## config.mk

```make
export PLATFORM = sky130hd
export DESIGN_NAME = instr_fetch
export DESIGN_NICKNAME = d
export VERILOG_FILES = /design/src/rtl/fetch_pkg.sv /design/src/rtl/fetch_fifo.sv /design/src/rtl/instr_fetch.sv
export SDC_FILE = /design/constraint.sdc
export NUM_CORES = 1
export LEC_CHECK = 0
export ABC_AREA = 1
export CORE_ASPECT_RATIO = 1.75
export CORE_UTILIZATION = 55
export CTS_BUF_LIST = sky130_fd_sc_hd__clkbuf_16
export CTS_CLUSTER_SIZE = 28
export DETAILED_ROUTE_END_ITERATION = 10
export DONT_BUFFER_PORTS = 1
export HOLD_SLACK_MARGIN = 0.06
export PLACE_DENSITY = 0.77
export SYNTH_ARGS = -nofsm -noshare
export SYNTH_HDL_FRONTEND = slang
export SYNTH_SLANG_ARGS = --single-unit
```

## constraint.sdc

```tcl
create_clock -name clk -period 21.5 [get_ports clk]
set_clock_uncertainty 0.15 [all_clocks]
set_input_delay 1.075 -clock clk [delete_from_list [all_inputs] [get_ports clk]]
set_output_delay 1.075 -clock clk [all_outputs]
set_load 0.005 [all_outputs]
```

## src/rtl/fetch_pkg.sv

```systemverilog
// fetch_pkg: shared types and constants for the instruction fetch stage
package fetch_pkg;
  localparam int INSTR_LEN = 32;
  localparam int PC_W = 64;
  localparam int PC_INC = 4;
  typedef enum logic [1:0] {IDLE, REQ, FLUSH} fetch_state_e;
  typedef struct packed {
    logic [INSTR_LEN-1:0] instruction;
    logic [PC_W-1:0]      pc;
  } fetch_entry_t;
endpackage

```

## src/rtl/fetch_fifo.sv

```systemverilog
// fetch_fifo: synchronous prefetch FIFO of fetch entries with flush and occupancy count
module fetch_fifo
  import fetch_pkg::*;
#(
  parameter int DEPTH = 4,
  localparam int AW = $clog2(DEPTH),
  localparam int CW = AW + 1
) (
  input  logic         clk,
  input  logic         reset,
  input  logic         push_i,
  input  fetch_entry_t din_i,
  input  logic         pop_i,
  input  logic         flush_i,
  output fetch_entry_t dout_o,
  output logic [CW-1:0] count_o
);
  fetch_entry_t mem_q [DEPTH];
  logic [AW-1:0] wr_q, rd_q;
  logic [CW-1:0] count_q;
  always_ff @(posedge clk)
    if (push_i) mem_q[wr_q] <= din_i;
  always_ff @(posedge clk)
    if (reset || flush_i) begin
      wr_q <= '0;
      rd_q <= '0;
      count_q <= '0;
    end else begin
      wr_q <= wr_q + AW'(push_i);
      rd_q <= rd_q + AW'(pop_i);
      count_q <= count_q + CW'(push_i) - CW'(pop_i);
    end
  assign dout_o = mem_q[rd_q];
  assign count_o = count_q;
endmodule

```

## src/rtl/instr_fetch.sv

```systemverilog
// instr_fetch: PC + imem req/ack fetch FSM feeding a prefetch FIFO toward decode.
// Optional FETCH_PERF_CNT_EN adds saturating fetch_cnt/stall_cnt outputs.
module instr_fetch
  import fetch_pkg::*;
#(
  parameter int ADDR_W = 64,
  parameter int FIFO_DEPTH = 4,
  parameter logic [ADDR_W-1:0] RESET_PC = '0
) (
  input  logic                 clk,
  input  logic                 reset,
  output logic                 imem_req,
  output logic [ADDR_W-1:0]    imem_addr,
  input  logic                 imem_ack,
  input  logic [INSTR_LEN-1:0] imem_rdata,
  input  logic                 branch_taken,
  input  logic [ADDR_W-1:0]    branch_target,
  input  logic                 decode_ready,
  output logic                 instr_valid,
  output logic [INSTR_LEN-1:0] instruction,
  output logic [ADDR_W-1:0]    instr_pc
`ifdef FETCH_PERF_CNT_EN
  ,
  output logic [31:0]          fetch_cnt,
  output logic [31:0]          stall_cnt
`endif
);
  localparam int CW = $clog2(FIFO_DEPTH) + 1;
  localparam logic [CW-1:0] DEPTH_C = CW'(FIFO_DEPTH);
  localparam logic [ADDR_W-1:0] INC = ADDR_W'(PC_INC);
  fetch_state_e state_q;
  logic [ADDR_W-1:0] pc_q, addr_q, target;
  logic req_q, push, pop, room;
  logic [CW-1:0] count;
  fetch_entry_t head;
  assign target = branch_target & ~ADDR_W'(3);
  assign pop = instr_valid && decode_ready;
  assign push = state_q == REQ && imem_ack && !branch_taken;
  assign room = (count + CW'(1) - CW'(pop)) < DEPTH_C;
  // addr_q freezes the in-flight address so a redirect during FLUSH keeps imem_addr stable
  always_ff @(posedge clk)
    if (reset) begin
      state_q <= IDLE;
      pc_q <= RESET_PC;
      addr_q <= RESET_PC;
      req_q <= 1'b0;
    end else if (branch_taken) begin
      pc_q <= target;
      state_q <= req_q && !imem_ack ? FLUSH : IDLE;
      req_q <= req_q && !imem_ack;
    end else
      case (state_q)
        IDLE: if (count < DEPTH_C) begin
          state_q <= REQ;
          req_q <= 1'b1;
          addr_q <= pc_q;
        end
        REQ: if (imem_ack) begin
          pc_q <= pc_q + INC;
          addr_q <= pc_q + INC;
          state_q <= room ? REQ : IDLE;
          req_q <= room;
        end
        FLUSH: if (imem_ack) begin
          state_q <= IDLE;
          req_q <= 1'b0;
        end
        default: state_q <= IDLE;
      endcase
  fetch_fifo #(.DEPTH(FIFO_DEPTH)) u_fifo (
    .clk     (clk),
    .reset   (reset),
    .push_i  (push),
    .din_i   ('{instruction: imem_rdata, pc: PC_W'(pc_q)}),
    .pop_i   (pop),
    .flush_i (branch_taken),
    .dout_o  (head),
    .count_o (count)
  );
  assign imem_req = req_q;
  assign imem_addr = addr_q;
  assign instr_valid = count != '0;
  assign instruction = instr_valid ? head.instruction : '0;
  assign instr_pc = instr_valid ? head.pc[ADDR_W-1:0] : '0;
`ifdef FETCH_PERF_CNT_EN
  always_ff @(posedge clk)
    if (reset) begin
      fetch_cnt <= '0;
      stall_cnt <= '0;
    end else begin
      if (pop && !(&fetch_cnt)) fetch_cnt <= fetch_cnt + 32'd1;
      if (decode_ready && !instr_valid && !(&stall_cnt)) stall_cnt <= stall_cnt + 32'd1;
    end
`endif
endmodule
```

==> impl_metrics.toml <==
[synth]
avgSynthCellArea_um2 = 9.40
ys_ff_latch = 510
netlist-cell-type-count = 33
synth.yosys.warnings = 0
syn_inst = 2351
mappedNetlistArea_mm2 = 0.0221
ys_seq_area_share_pct = 63.2

[timing]
slew_violations = 0
holdWs_ns = 0.400
worst_pin_slew_ns = 1.22
slew_headroom_pct = 18.9
tns_ns = 0
max_clock_freq_mhz = 221
rsz0062_at_grt = "no"
hold_viol_final = 0
setup_viol = 0
fin_crit_sh_pct = 21.1
fin_crit_ns = 4.53

[power_and_ir_drop]
p_int_uw = 1540
fin_total_pwr_uw = 2000
ir_drop_uv = 64.3
p_switching_uw = 456
p_per_area_mw_per_mm2 = 84.0
clkPwrFrac_pct = 39.2
seq_power_share_pct = 56.0
comb_power_share_pct = 4.9
power_leakage_uw = 0.00810
p_sw_share_pct = 22.9

[critical_path]
reg2reg_to = "u_fifo.mem_q[1][24]$_DFFE_PP_"
r2r_cells = 8
path_delay_family = "buffers and inverters"
regToRegSetupSlack_ns = 18.32
crit_type = "reg -> out"
critical_path_required_ns = 20.28
crit_path_start = "u_fifo.rd_q[0]$_SDFF_PP0_"
slowest_delay_ns = 0.86
critPathCaptureType = "output port"
crit_path_top_delay_cell = "inv_6"
timing.critical_path.buf_inv = 2
critPathMaxFanout = 188
worstSetupStartpointType = "register"
reg2reg_from = "state_q[0]$_SDFFE_PP0P_"
path_cells = "buf_4 -> inv_6 -> o21ai_0 -> a21oi_1"
cp_data_arrival_time_ns = 3.30

[detailed_routing]
vias = 17000
drc = 0
vias_per_cell = 6.04
drt_iter0_markers = 1592
finalWirelength_um = 64100
detail-route-antenna-nets = 0
wire_per_inst_um = 22.9
drt_pass1_iterations = 6

[clocking]
cts_setup_buffers = 0
clockBufferDepth = 3
clk_pin_slew_ns = 0.07
postCtsResizedCells = 0
cts_tree = "yes"
h-tree-depth = 2
clock_latency_ns = 0.57
hold_buffers = 0
root_buffer = "clkbuf_16"
cts_inserted_buffers = 42
cts.sinks = 510

[floorplan]
die_x_um = 154
num_io_pins = 263
die_area_mm2 = 0.0410
core_mm2 = 0.0394
die_y_um = 267
row_count = 96
start_util_pct = 56.1

[finish]
n_fill_cell = 3229
final_nets = 2392
final_area_mm2 = 0.0238
register_area_mm2 = 0.0140
areaGrowthSynthToFinish_pct = 7.49
post-route-util_pct = 60.3
drive_gt1_share_pct = 4.58
multi_input_area_mm2 = 0.00716

[worst_hold_path]
worstHoldPathType = "reg -> reg"
hold-path-cell-count = 2
hold_start = "imem_addr[31]$_SDFFE_PP0P_"
min_to = "imem_addr[31]$_SDFFE_PP0P_"

[global_routing]
overflow = 0
grt_pass1_wl_um = 94200
antenna_found_initial = 1
grt_max_degree = 189
grt_usage_pct = 30.8
grt_pass1_vias = 16000

[placed_design]
placed_cell_area_mm2 = 0.0224
hpwl_um = 40800
gp_congestion = 1.02
port_buffers = 0

[flow_run]
max_cap_violations = 0

[status]
status = "completed"
[logic make-up (layout without fill, tap and decap cells)]
family | count (synthesis) | count (layout) | share of synthesized area (%)
AO/OA/AOI/OAI | 598 | 598 | 13.7
buffers and inverters | 255 | 217 | 4.58
AND/OR/NAND/NOR | 945 | 945 | 16.6
flip-flops | 510 | 510 | 63.2
XOR/XNOR | 35 | 35 | 1.39
adder cells (fa/ha/maj) | 7 | 7 | 0.430
other | 1 | 5 | 0.0170
[worst max path at each step]
stage / endpoint / slack [ns] / cells past startpoint
6_report: instr_pc[34] / 16.97 / 4
5_1_grt: instr_pc[34] / 16.74 / 4
4_1_cts: instr_pc[34] / 16.87 / 4
3_5_place_dp: instr_pc[34] / 17.47 / 4
3_3_place_gp: instr_pc[34] / 17.56 / 4
2_1_floorplan: u_fifo.mem_q[0][10]$_DFFE_PP_ / 12.79 / 4
[layout by cell type, fill, tap and decap left out, types with 2 or more instances in the layout]
master	count
nor2_1	509
nand2_1	377
edfxtp_1	376
a21oi_1	262
o21ai_0	258
dfxtp_1	132
inv_1	126
o21ai_1	55
clkbuf_16	44
nand3_1	32
xor2_1	26
buf_4	20
a31oi_1	19
xnor2_1	9
nand4_1	8
ha_1	6
clkinv_1	6
clkinv_2	6
nor2_4	5
nor3_2	5
bufinv_16	5
inv_2	4
conb_1	4
inv_6	3
nor2_2	3
nand2_2	3
dfxtp_4	2
[power groups by stage]
stage	sequential (uW)	combinational, uW	clock, uW
final	1120	97.1	782
after global routing	1120	108	828
after CTS	1120	96.5	786
after detailed placement	1140	95.7	0
after global placement	1140	92.5	0
after floorplan	1120	75.5	0
[per-layer routing]
metal  up-vias  share of wire, %  GRT usage, %
li1       7821                 -             -
met1      8144                35          33.4
met2       794                51          55.5
met3       192               6.8          4.84
met4         0               7.0          20.2
met5         -                 0             0
[tightest hold or removal path, stage by stage (launching register included)]
cell	delay (ns)
dfxtp_1	0.33
o21ai_1	0.13
a21oi_1	0.05
[sequential cells by signal (all words and copies together), names as in the netlist]
register	count
imem_req	1
u_fifo.mem_q	376
state_q	2
imem_addr	62
u_fifo.count_o	3
u_fifo.rd_q	2
u_fifo.wr_q	2
pc_q	62
[synthesized netlist by cell type]
| cell | n | share of area (%) |
|---|---|---|
| nor2_1 | 509 | 8.6 |
| nand2_1 | 377 | 6.4 |
| edfxtp_1 | 376 | 51 |
| a21oi_1 | 262 | 5.9 |
| o21ai_0 | 258 | 5.8 |
| dfxtp_1 | 134 | 12 |
| inv_1 | 116 | 2.0 |
| clkbuf_1 | 87 | 1.5 |
| o21ai_1 | 55 | 1.2 |
| nand3_1 | 32 | 0.72 |
| xor2_1 | 26 | 1.0 |
| buf_2 | 24 | 0.54 |
| a31oi_1 | 19 | 0.54 |
| buf_1 | 17 | 0.29 |
| xnor2_1 | 9 | 0.36 |
| nand4_1 | 8 | 0.23 |
| buf_4 | 6 | 0.20 |
| ha_1 | 6 | 0.34 |
| nor3_1 | 5 | 0.11 |
| inv_2 | 4 | 0.068 |
| nor2_2 | 4 | 0.11 |
| nor2_4 | 4 | 0.20 |
| nand2_2 | 3 | 0.085 |
| a21oi_4 | 1 | 0.074 |
| a221oi_1 | 1 | 0.040 |
| a311oi_1 | 1 | 0.040 |
| conb_1 | 1 | 0.017 |
| fa_1 | 1 | 0.091 |
| inv_4 | 1 | 0.028 |
| nand2_4 | 1 | 0.051 |
| nand3_2 | 1 | 0.045 |
| nor3b_1 | 1 | 0.034 |
| o221ai_1 | 1 | 0.040 |
[per-stage QoR]
stage               worst slack, ns  cells
floorplan                     12.79   2354
global placement              17.56   2730
detailed placement            17.47   2730
CTS                           16.87   2806
global route                  16.74   2807
finish                        16.97   2807
[layout make-up]
type / count / area share, %
diodes: 1 / 0.0105
clock buffers: 44 / 4.63
clock inverters: 32 / 1.22
inverters: 121 / 1.94
multi-input cells: 1589 / 30.1
flip-flops and latches: 510 / 58.8
well taps: 490 / 2.58
repair buffers: 20 / 0.632
No activity file was read; power rests on OpenSTA's default activity.
